**src/rtl/nipcb_spi_arbiter.sv**
```systemverilog
// nipcb_spi_arbiter: shares the two-slave NI PCB SPI engine between the
// stimulation DAC writer (slave 0) and the recording ADC reader (slave 1).
// Frames each granted request onto the engine send/recv/ready handshake and
// returns captured ADC samples.
//
// Optional feature macro: NIPCB_SPI_ARB_STARVE_GUARD_EN
//   defined   -> after STARVE_LIMIT consecutive DAC grants with an ADC request
//                waiting, the next grant goes to the ADC.
//   undefined -> strict DAC priority, no guard counter.
//
// state      | meaning
// -----------+-----------------------------------------------------------
// IDLE       | arbitrate; grant only while the engine reports ready
// ISSUE      | send/recv pulse and matching ack are high this one cycle
// WAIT_START | wait for the engine to drop spi_ready (frame accepted)
// WAIT_DONE  | wait for spi_ready to return; capture ADC data if reading
module nipcb_spi_arbiter #(
  parameter int O_BW         = 16,
  parameter int I_BW         = 14,
  parameter int STARVE_LIMIT = 4
) (
  input  logic            clk,
  input  logic            rstn,
  input  logic            dac_req,
  input  logic [9:0]      dac_data,
  output logic            dac_ack,
  input  logic            adc_req,
  output logic            adc_ack,
  output logic [I_BW-1:0] adc_data,
  output logic            adc_valid,
  output logic [O_BW-1:0] spi_odata,
  output logic [1:0]      spi_send,
  output logic [1:0]      spi_recv,
  input  logic [I_BW-1:0] spi_idata,
  input  logic            spi_ready,
  output logic [1:0]      grant,
  output logic            busy
);

  typedef enum logic [1:0] {
    IDLE       = 2'd0,
    ISSUE      = 2'd1,
    WAIT_START = 2'd2,
    WAIT_DONE  = 2'd3
  } state_t;

  state_t state;
  logic   pick_adc;

`ifdef NIPCB_SPI_ARB_STARVE_GUARD_EN
  localparam int CNT_W = $clog2(STARVE_LIMIT + 1);

  logic [CNT_W-1:0] starve_cnt;
  logic             starved;

  assign starved = (starve_cnt >= CNT_W'(STARVE_LIMIT));

  // Winner selection: DAC first unless the ADC has waited out the limit.
  always_comb begin
    pick_adc = adc_req && (!dac_req || starved);
  end

  // Saturating count of consecutive DAC grants made while the ADC waits.
  always_ff @(posedge clk) begin
    if (!rstn) begin
      starve_cnt <= '0;
    end else if (state == IDLE) begin
      if (!adc_req) begin
        starve_cnt <= '0;
      end else if (spi_ready) begin
        if (pick_adc) begin
          starve_cnt <= '0;
        end else if (dac_req && !starved) begin
          starve_cnt <= starve_cnt + 1'b1;
        end
      end
    end
  end
`else
  // Winner selection: strict DAC priority.
  always_comb begin
    pick_adc = adc_req && !dac_req;
  end

  // The limit only matters with the guard; referenced here so the default
  // build still elaborates the parameter.
  if (STARVE_LIMIT < 1) begin : g_limit_unused
  end
`endif

  // Frame sequencer; every output is a register so no req->pulse comb path.
  always_ff @(posedge clk) begin
    if (!rstn) begin
      state     <= IDLE;
      dac_ack   <= 1'b0;
      adc_ack   <= 1'b0;
      adc_data  <= '0;
      adc_valid <= 1'b0;
      spi_odata <= '0;
      spi_send  <= 2'b00;
      spi_recv  <= 2'b00;
      grant     <= 2'b00;
      busy      <= 1'b0;
    end else begin
      spi_send  <= 2'b00;
      spi_recv  <= 2'b00;
      dac_ack   <= 1'b0;
      adc_ack   <= 1'b0;
      adc_valid <= 1'b0;
      case (state)
        IDLE: begin
          if (spi_ready && (dac_req || adc_req)) begin
            state <= ISSUE;
            busy  <= 1'b1;
            if (pick_adc) begin
              spi_odata <= '0;
              spi_recv  <= 2'b10;
              adc_ack   <= 1'b1;
              grant     <= 2'b10;
            end else begin
              spi_odata <= O_BW'({1'b0, dac_data, 5'b0});
              spi_send  <= 2'b01;
              dac_ack   <= 1'b1;
              grant     <= 2'b01;
            end
          end
        end
        ISSUE: begin
          state <= WAIT_START;
        end
        WAIT_START: begin
          if (!spi_ready) begin
            state <= WAIT_DONE;
          end
        end
        WAIT_DONE: begin
          if (spi_ready) begin
            if (grant[1]) begin
              adc_data  <= spi_idata;
              adc_valid <= 1'b1;
            end
            grant <= 2'b00;
            busy  <= 1'b0;
            state <= IDLE;
          end
        end
        default: begin
          state <= IDLE;
          grant <= 2'b00;
          busy  <= 1'b0;
        end
      endcase
    end
  end

endmodule

```
**config.mk**
```make
export PLATFORM = sky130hd
export DESIGN_NAME = nipcb_spi_arbiter
export DESIGN_NICKNAME = d
export VERILOG_FILES = /design/src/rtl/nipcb_spi_arbiter.sv
export SDC_FILE = /design/constraint.sdc
export NUM_CORES = 1
export LEC_CHECK = 0
export BUFFER_PORTS_ARGS = -buffer_cell sky130_fd_sc_hd__buf_2
export CORE_MARGIN = 3
export CORE_UTILIZATION = 40
export CTS_CLUSTER_SIZE = 10
export DETAILED_ROUTE_END_ITERATION = 6
export PLACE_DENSITY = 0.74
export SETUP_SLACK_MARGIN = 0.02
export SLEW_MARGIN = 25
export SYNTH_ARGS = -nofsm -noshare
export SYNTH_HDL_FRONTEND = slang
export SYNTH_SLANG_ARGS = --single-unit
```
**constraint.sdc**
```tcl
create_clock -name clk -period 1.41 [get_ports clk]
set_input_delay 0.0705 -clock clk [delete_from_list [all_inputs] [get_ports clk]]
set_output_delay 0.0705 -clock clk [all_outputs]
set_load 0.05 [all_outputs]
```
==> results of run 1 <==
==> stage by stage <==
stage | setup WS (ns) | TNS [ns] | power (mW) | util (%) | std cells
2_1_floorplan | 0.05383 | 0 | 1.704 | - | 149
3_3_place_gp | -0.05148 | -0.4950 | 1.854 | 52.13 | 239
3_5_place_dp | -0.1092 | -1.046 | 1.865 | 52.13 | 239
4_1_cts | 0.02588 | 0 | 2.644 | 63.03 | 272
5_1_grt | 0.02605 | 0 | 2.807 | 63.66 | 272
6_report | 0.09623 | 0 | 2.667 | 63.66 | 272
==> layer usage <==
metal	up-vias	track usage [%]	share of wire [%]
li1	628	-	-
met1	554	19.14	41
met2	43	28.74	51
met3	11	4.679	4.8
met4	0	10.82	3.3
met5	-	0	0
==> critical path, stage by stage, from the launching register on <==
cell and delay [ns]:
dfxtp_2 0.35, ha_2 0.23, nor2b_2 0.19, o32ai_4 0.29, nand3_1 0.10, o21ai_1 0.08
==> state kept, by name, indices dropped and copies added, names as in the netlist <==
| signal | flops |
|---|---|
| spi_recv | 1 |
| adc_valid | 1 |
| state | 2 |
| adc_data | 14 |
| grant | 2 |
| spi_odata | 10 |
| busy | 1 |
| spi_send | 1 |
==> power breakdown <==
part | total (mW) | leakage (nW) | switching, mW | internal, mW
combinational | 0.907 | 0.626 | 0.568 | 0.340
sequential | 1.06 | 0.260 | 0.0649 | 0.999
clock | 0.696 | 0.0412 | 0.326 | 0.370
total | 2.67 | 0.928 | 0.959 | 1.71
==> final cells by class <==
class	count	area [µm²]	share of cell area (%)
clock buffers	5	37.54	1.855
clock inverters	3	42.54	2.103
inverters	3	11.26	0.5566
multi-input cells	95	645.6	31.91
flip-flops and latches	32	643.1	31.79
well taps	44	55.05	2.721
repair buffers	90	588.1	29.07
==> final timing paths <==
check | from | to | cells after the start
setup / recovery | state[0]$_SDFFE_PN0P_ | state[1]$_SDFFE_PN0P_ | 5
hold / removal | adc_req | spi_recv[1]$_SDFF_PN0_ | 2
setup reg to reg | state[0]$_SDFFE_PN0P_ | state[1]$_SDFFE_PN0P_ | 5
hold reg to reg | adc_data[9]$_SDFFE_PN0P_ | adc_data[9]$_SDFFE_PN0P_ | 2
==> cells in the final DEF (no fill, tap or decap) <==
master and count:
nand2b_1 1, a21boi_2 9, nand2_1 32, nor2_4 2, conb_1 8, nor2b_2 1, ha_2 2, buf_4 5
nor3b_1 1, clkinvlp_4 1, dfxtp_2 2, o31ai_1 1, nor2b_1 2, a22o_1 11, dlygate4sd3_1 25, and3_1 1
and2_4 1, dfxtp_1 30, nand3_1 4, o21ai_1 2, bufinv_16 1, buf_2 60, and2_1 1, inv_1 2
nor2_1 2, o32ai_4 1, clkbuf_4 5, mux2_2 2, inv_2 1, a22oi_1 2, ha_1 1, a21boi_0 6
clkinv_2 1, nor2b_4 1, o21a_1 1
==> kinds of logic (layout without fill, tap and decap cells) <==
family          Yosys count  in the layout
simple gates             49             49
compound gates           33             33
flops                    32             32
buf+inv                  22            101
fa+ha+maj                 3              3
mux                       2              2
other cells               1              8
==> timing repair <==
action	CTS	global route
buffers inserted	0	0
hold buffers	25	0
endpoints found under the hold margin	25	0
gates resized for setup	3	10
pin swaps	0	2
endpoints found under the setup margin	12	25
==> flow_metrics.tcl, run 1 <==
set metrics [dict create \
    routed_wl_um 3416 \
    cts_buffer_depth 2 \
    place_area_mm2 0.001657 \
    synth_xor_area_share_pct 0 \
    fmax_mhz 761.2 \
    synth_top_family_by_area "compound AO/OA/AOI/OAI gates" \
    cp.required_ns 1.67 \
    drive_gt1_share_pct 41.67 \
    status "finished, final reports clean" \
    overflow 0 \
    num_rows 20 \
    first_iter_violations 17 \
    cp-start-kind "flop" \
    io_buffer_count 60 \
    diodes 0 \
    synth_seq_cells 32 \
    ant_nets 0 \
    yosysTopAreaCell "dfxtp_1" \
    grt_pass1_vias 1171 \
    grt_max_degree 23 \
    finalMaxSlewViolations 0 \
    finalCriticalPeriod_ns 1.314 \
    hold_class "input port to flop" \
    avgSynthCellArea_um2 9.736 \
    path_clk_slew_ns 0.11 \
    die_x_um 64.79 \
    period_share_pct 93.18 \
    yosys.area_share.simple_pct 16.11 \
    postSynthCellCount 142 \
    crit_arrival_ns 1.57 \
    synth_compound_area_share_pct 21.63 \
    synth_flop_cell "dfxtp_1" \
    finalInstanceArea_mm2 0.002023 \
    synth_fa_ha_area_share_pct 2.715 \
    antenna_found_initial 0 \
    drcViolationCount 0 \
    post_drt_wl_per_cell_um 12.56 \
    dieArea_mm2 0.004198 \
    synthMuxAreaShare_pct 1.629 \
    p_leak_nw 0.9276 \
    syn-cell-area_mm2 0.001383 \
    synthArstFlopShare_pct 0 \
    reg2reg_slack_ns 0.1 \
    path_max_fanout 6 \
    setup_viol 0 \
    dp_hpwl_um 2111 \
    area_delta_synth_final_pct 46.33 \
    synth_area_leaders "dfxtp_1, nand2_1, a21boi_2" \
    critical_path_class "flop to flop" \
    fillers 288 \
    start_util_pct 43.50 \
    hold-worst-slack_ns 0.05721 \
    maxCapViolations 0 \
    vdd_drop_max_mv 0.9753 \
    end_kind "flop" \
    core_mm2 0.003178 \
    rsz0062_at_grt "false" \
    grt_pass1_wl_um 5395 \
    ios 69 \
    die_h_um 64.79 \
    powerDensity_mw_per_mm2 1318 \
    dr.pass1.iters 4 \
    nets 259 \
    yosysUniqueCellTypes 28 \
    yosysTopAreaCellShare_pct 46.33 \
    ys_warn_count 0 \
    synth_commonest_cells "dfxtp_1, nand2_1, buf_4" \
    cts_buffers 5 \
    cts_root_buf "clkbuf_4" \
    gp_congestion 0.7699 \
    cts.htree.levels 2 \
    vias 1236 \
    routed_via_density 4.544 \
    clk_latency_ns 0.33 \
    fin_skew_ns 0.009586 \
    ys_seq_area_share_pct 46.33 \
    hold_violations 0 \
    grt_usage_pct 17.18 \
    synth_edf_count 0 \
    cts_tree "yes" \
    cts.sinks 32 \
]
(Power assumes the default switching activity.)
==> run 2, diff against run 1 <==
- CORE_ASPECT_RATIO: unset -> 0.6
==> run 2 against run 1 <==
Effect of this change: highest routed layer unchanged; register-to-register slack lost 0.02 ns; clock skew shrank 0.0045 ns; clock-buffer cell count grew 2; global-route usage shrank 1.6 points; via count shrank 5.7%; sequential share of layout area grew 2.1 points; combinational power grew 11%; cell count shrank 8.1%; maximum frequency shrank 1.6%; first-iteration DRC count grew 59%; setup slack lost 0.021 ns.
==> flow_metrics.tcl, run 2 (synthesis results as in run 1) <==
set metrics [dict create \
    clk_latency_ns 0.28 \
    overflow 0 \
    crit_arrival_ns 1.54 \
    globalRouteMet2Util_pct 22.92 \
    cts_root_buf "clkbuf_8" \
    path_max_fanout 3 \
    cp-start-kind "flop" \
    largest_reg_flops 14 \
    fin_skew_ns 0.005075 \
    dr.pass1.iters 4 \
    routed_via_density 4.660 \
    finalMaxSlewViolations 0 \
    min-delay-start "dac_data[4]" \
    first_iter_violations 27 \
    p_leak_nw 0.8768 \
    cp_slowest_stage_delay_ns 0.38 \
    die_h_um 51.54 \
    ios 69 \
    crit_chain "inv_4, ha_4, and2_4, o32ai_4, nand3_1, o21ai_1" \
    dp_hpwl_um 2259 \
    ant_nets 0 \
    dieArea_mm2 0.004221 \
    diodes 0 \
    use_met3_pct 5.017 \
    powerDensity_mw_per_mm2 1597 \
    cts_buffers 5 \
    cp_slowest_cell "dfxtp_4" \
    path_clk_slew_ns 0.07 \
    maxCapViolations 0 \
    routed_wl_um 3382 \
    largest_register "adc_data" \
    critical_path.top_delay_family "compound AO/OA/AOI/OAI gates" \
    hold_class "input port to flop" \
    final_core_util_pct 62.07 \
    core_mm2 0.003078 \
    setup_viol 0 \
    layout_common_cells "buf_2, nand2_1, dfxtp_1, a22o_1, a21boi_2" \
    cp.required_ns 1.62 \
    num_rows 15 \
    status "finished, final reports clean" \
    critical_path_class "flop to flop" \
    fillers 274 \
    grt_usage_pct 15.54 \
    gp_congestion 0.8385 \
    end_kind "flop" \
    startpoint "state[0]$_SDFFE_PN0P_" \
    multi_input_area_um2 671.9 \
    vdd_drop_max_mv 0.7659 \
    io_buffer_count 60 \
    cts_buffer_depth 2 \
    final_common_cell "buf_2" \
    nets 239 \
    period_share_pct 94.69 \
    hold_violations 0 \
    cts_tree "yes" \
    grt_pass1_vias 1057 \
    post_drt_wl_per_cell_um 13.53 \
    reg2reg_from "state[0]$_SDFFE_PN0P_" \
    die_x_um 81.90 \
    vias 1165 \
    antenna_found_initial 0 \
    cts.htree.levels 2 \
    grt_max_degree 22 \
    largest_registers "adc_data: 14 flops, spi_odata: 10 flops" \
    ff_latch_area_um2 648.1 \
    drcViolationCount 0 \
    setup_tns_ns 0 \
    cts.sinks 32 \
    worst-path-buf-inv 1 \
    drive_gt1_share_pct 47.12 \
    grt_pass1_wl_um 4919 \
    fmax_mhz 749.0 \
    area_delta_synth_final_pct 38.19 \
    gr-max-usage-layer "met2" \
    start_util_pct 44.92 \
    finalCriticalPeriod_ns 1.335 \
    rsz0062_at_grt "false" \
    grt_util_met1_pct 21.44 \
]
## run 2: area by class of cell
cell class                 count  share of cell area [%]
inverter                       3                  0.7204
clock buffer                   7                   5.043
timing repair buffer          70                   20.83
multi-input combinational     95                   35.17
tap                           42                   2.750
clock inverter                 1                   1.572
sequential                    32                   33.92
## run 2: through the flow
| step | hold WS [ns] | area [µm²] | total power [mW] | instances | worst slack [ns] |
|---|---|---|---|---|---|
| final | 0.009237 | 1911 | 3.052 | 250 | 0.07487 |
| after global placement | 0.2883 | 1667 | 1.889 | 237 | 0.01796 |
| after CTS | 0.007328 | 1838 | 2.854 | 249 | 0.04070 |
| after global routing | 0.01098 | 1911 | 3.168 | 250 | 0.003748 |
| after floorplan | 0.1466 | 1409 | 1.704 | 149 | 0.05383 |
| after detailed placement | 0.2907 | 1667 | 1.887 | 237 | 0.01676 |
## run 2: worst paths after layout
kind	to	cells after the start	slack (ns)
worst max register to register	state[1]$_SDFFE_PN0P_	6	0.07
worst min register to register	adc_data[5]$_SDFFE_PN0P_	2	0.46
worst min-delay path	spi_odata[9]$_SDFFE_PN0P_	2	0.009
worst max-delay path	state[1]$_SDFFE_PN0P_	6	0.07
## run 2: power breakdown
group          switching [mW]  internal (mW)  leakage, nW
registers              0.0894           1.01        0.261
clock network           0.318          0.623       0.0645
logic                   0.626          0.384        0.551
total                    1.03           2.02        0.877
## run 2: repair_timing
item	CTS	global route
gates cloned	0	0
setup buffers	0	1
setup endpoints to repair	11	17
gates resized for setup	2	16
endpoints found under the hold margin	4	0
hold buffers	4	0
pin swaps	0	2
## run 2: layer usage
metal	share of wire (%)	routed length [µm]
met1	46	1546
met2	47	1588
met3	6.3	212
met5	0	0
met4	1.0	35
==> run 3, diff against run 2 <==
- ABC_AREA: unset -> 1
==> run 3 against run 2 <==
Effect of this change: via count up 4.8%; clock skew down 0.00071 ns; maximum frequency up 2.8%; synthesized cell count up 21%; register-to-register slack better by 0.04 ns; setup slack better by 0.036 ns; clock-buffer cell count down 2; sequential power about the same; largest power group unchanged; sequential share of layout area up 1.7 points; cell count up 10%; power down 6.0%.
==> flow_metrics.tcl, run 3 <==
set metrics [dict create \
    crit_chain "inv_1, ha_1, inv_1, nor2_2, nand2_4, o21ai_0" \
    syn-cell-area_mm2 0.001393 \
    ys_warn_count 0 \
    start_util_pct 44.97 \
    antenna_found_initial 0 \
    setup_viol 0 \
    post_drt_wl_per_cell_um 10.26 \
    crit_arrival_ns 1.51 \
    ios 69 \
    grt_pass1_vias 1009 \
    dr.pass1.iters 6 \
    place_area_mm2 0.001682 \
    io_buffer_count 60 \
    postSynthCellCount 172 \
    layout_common_cells "buf_2, dfxtp_1, inv_1, nand2_1, a21oi_1" \
    setup_tns_ns 0 \
    largest_reg_flops 14 \
    cts.htree.levels 2 \
    wl_met3_um 241 \
    die_x_um 82.18 \
    first_iter_violations 63 \
    fin_skew_ns 0.004360 \
    grt_usage_pct 13.57 \
    dr_wl_met2_um 1124 \
    dp_hpwl_um 2177 \
    reg2reg_from "state[0]$_SDFFE_PN0P_" \
    wl_met1_um 1426 \
    period_share_pct 92.15 \
    largest_registers "adc_data: 14 flops, spi_odata: 10 flops" \
    finalCriticalPeriod_ns 1.299 \
    ant_nets 0 \
    synth_commonest_cells "dfxtp_1, inv_1, nand2_1" \
    hold_class "input port to flop" \
    routed_wl_um 2822 \
    vdd_drop_max_mv 0.7689 \
    finalMaxSlewViolations 0 \
    yosysUniqueCellTypes 19 \
    grt_max_degree 30 \
    routed_via_density 4.440 \
    holdBufCountCts 0 \
    p_leak_nw 0.9150 \
    cp.required_ns 1.62 \
    yosysMostFrequentCell "dfxtp_1" \
    critPathCapture "spi_odata[5]$_SDFFE_PN0P_" \
    synthArstFlopShare_pct 0 \
    area_delta_synth_final_pct 29.29 \
    yosysTopAreaCell "dfxtp_1" \
    startpoint "state[0]$_SDFFE_PN0P_" \
    path_max_fanout 12 \
    die_h_um 51.71 \
    rsz0062_at_grt "true" \
    powerDensity_mw_per_mm2 1593 \
    grt_pass1_wl_um 4360 \
    diodes 0 \
    synth_flop_cell "dfxtp_1" \
    r2r-end "spi_odata[5]$_SDFFE_PN0P_" \
    num_rows 15 \
    cp_num_cells 6 \
    largest_register "adc_data" \
    vias 1221 \
    synth_edf_count 0 \
    fmax_mhz 769.7 \
    synth_seq_cells 32 \
    critical_path.top_delay_family "simple AND/OR/NAND/NOR gates" \
    gp_congestion 0.7505 \
    crit_top_cell "inv_1" \
    final_common_cell "buf_2" \
    cp-start-kind "flop" \
    status "finished, final reports clean" \
    maxCapViolations 0 \
    cp_slowest_stage_delay_ns 0.32 \
    ys_seq_area_share_pct 46.00 \
    cp_slowest_cell "dfxtp_1" \
    cts.sinks 32 \
    clk_latency_ns 0.28 \
    dieArea_mm2 0.004249 \
    cts_buffers 5 \
    fillers 288 \
    drive_gt1_share_pct 38.20 \
    r2r_cells 6 \
    drcViolationCount 0 \
    worst-path-buf-inv 2 \
    critical_path_class "flop to flop" \
    synth_area_leaders "dfxtp_1, a21oi_1, inv_1" \
    overflow 0 \
    hold_violations 0 \
    nets 264 \
    reg2reg_slack_ns 0.11 \
    finalInstanceArea_mm2 0.001800 \
    cts_buffer_depth 2 \
    cts_root_buf "clkbuf_8" \
    yosysTopAreaCellShare_pct 46.00 \
    end_kind "flop" \
    path_clk_slew_ns 0.07 \
    avgSynthCellArea_um2 8.096 \
    core_mm2 0.003097 \
    topRoutingLayerUsed "met4" \
    cts_tree "yes" \
]
run 3: layout make-up:
class                   count  area (µm²)  area share, %
inverters                  23       86.33          4.795
clock buffers               5       68.82          3.822
clock inverters             3       42.54          2.363
repair buffers             64       342.8          19.04
flip-flops and latches     32       640.6          35.58
well taps                  42       52.55          2.919
multi-input cells         106       566.8          31.48
run 3: cells by family after synthesis:
kind of cell,synth area share [%]
AND/OR/NAND/NOR,16.17
AO/OA/AOI/OAI,19.14
buffers and inverters,15.72
flip-flops,46.00
adder cells (fa/ha/maj),2.696
other,0.2693
run 3: metal layers:
layer	up-vias	global-route usage [%]
li1	651	-
met1	528	18.92
met2	37	18.23
met3	5	5.363
met4	0	5.801
met5	-	0
run 3: metrics by stage:
step                total power, mW  util [%]  cells  hold WS (ns)  worst slack, ns
floorplan                     1.851         -    179        0.2089           0.1539
global placement              2.034     54.30    267        0.3423          0.09005
detailed placement            2.028     54.30    267        0.3435          0.07300
CTS                           2.895     57.90    275       0.03913          0.05796
global route                  3.043     58.14    275       0.04950        -0.003891
finish                        2.869     58.14    275       0.04660           0.1107
run 3: timing repair:
action	CTS	global route
setup endpoints to repair	0	15
gates resized for setup	0	3
setup buffers	0	0
run 3: worst min path at each step:
stage | cells after the start | slack (ns) | to | startpoint
after floorplan | 2 | 0.21 | adc_data[13]$_SDFFE_PN0P_ | rstn
after global placement | 3 | 0.34 | spi_odata[14]$_SDFFE_PN0P_ | dac_data[9]
final | 3 | 0.05 | spi_odata[13]$_SDFFE_PN0P_ | dac_data[8]
after CTS | 3 | 0.04 | spi_odata[14]$_SDFFE_PN0P_ | dac_data[9]
after detailed placement | 3 | 0.34 | spi_odata[14]$_SDFFE_PN0P_ | dac_data[9]
after global routing | 3 | 0.05 | spi_odata[9]$_SDFFE_PN0P_ | dac_data[4]
run 3: report_power, final:
part           switching (mW)  internal [mW]  total, mW
clock network           0.330          0.522      0.853
logic                   0.684          0.261      0.945
registers              0.0602           1.01       1.07
total                    1.07           1.79       2.87
run 3: tightest hold or removal path, delay by kind of cell:
family | cells | cell delay [ns]
AND/OR/NAND/NOR | 1 | 0.07
AO/OA/AOI/OAI | 1 | 0.05
buffers and inverters | 1 | 0.09
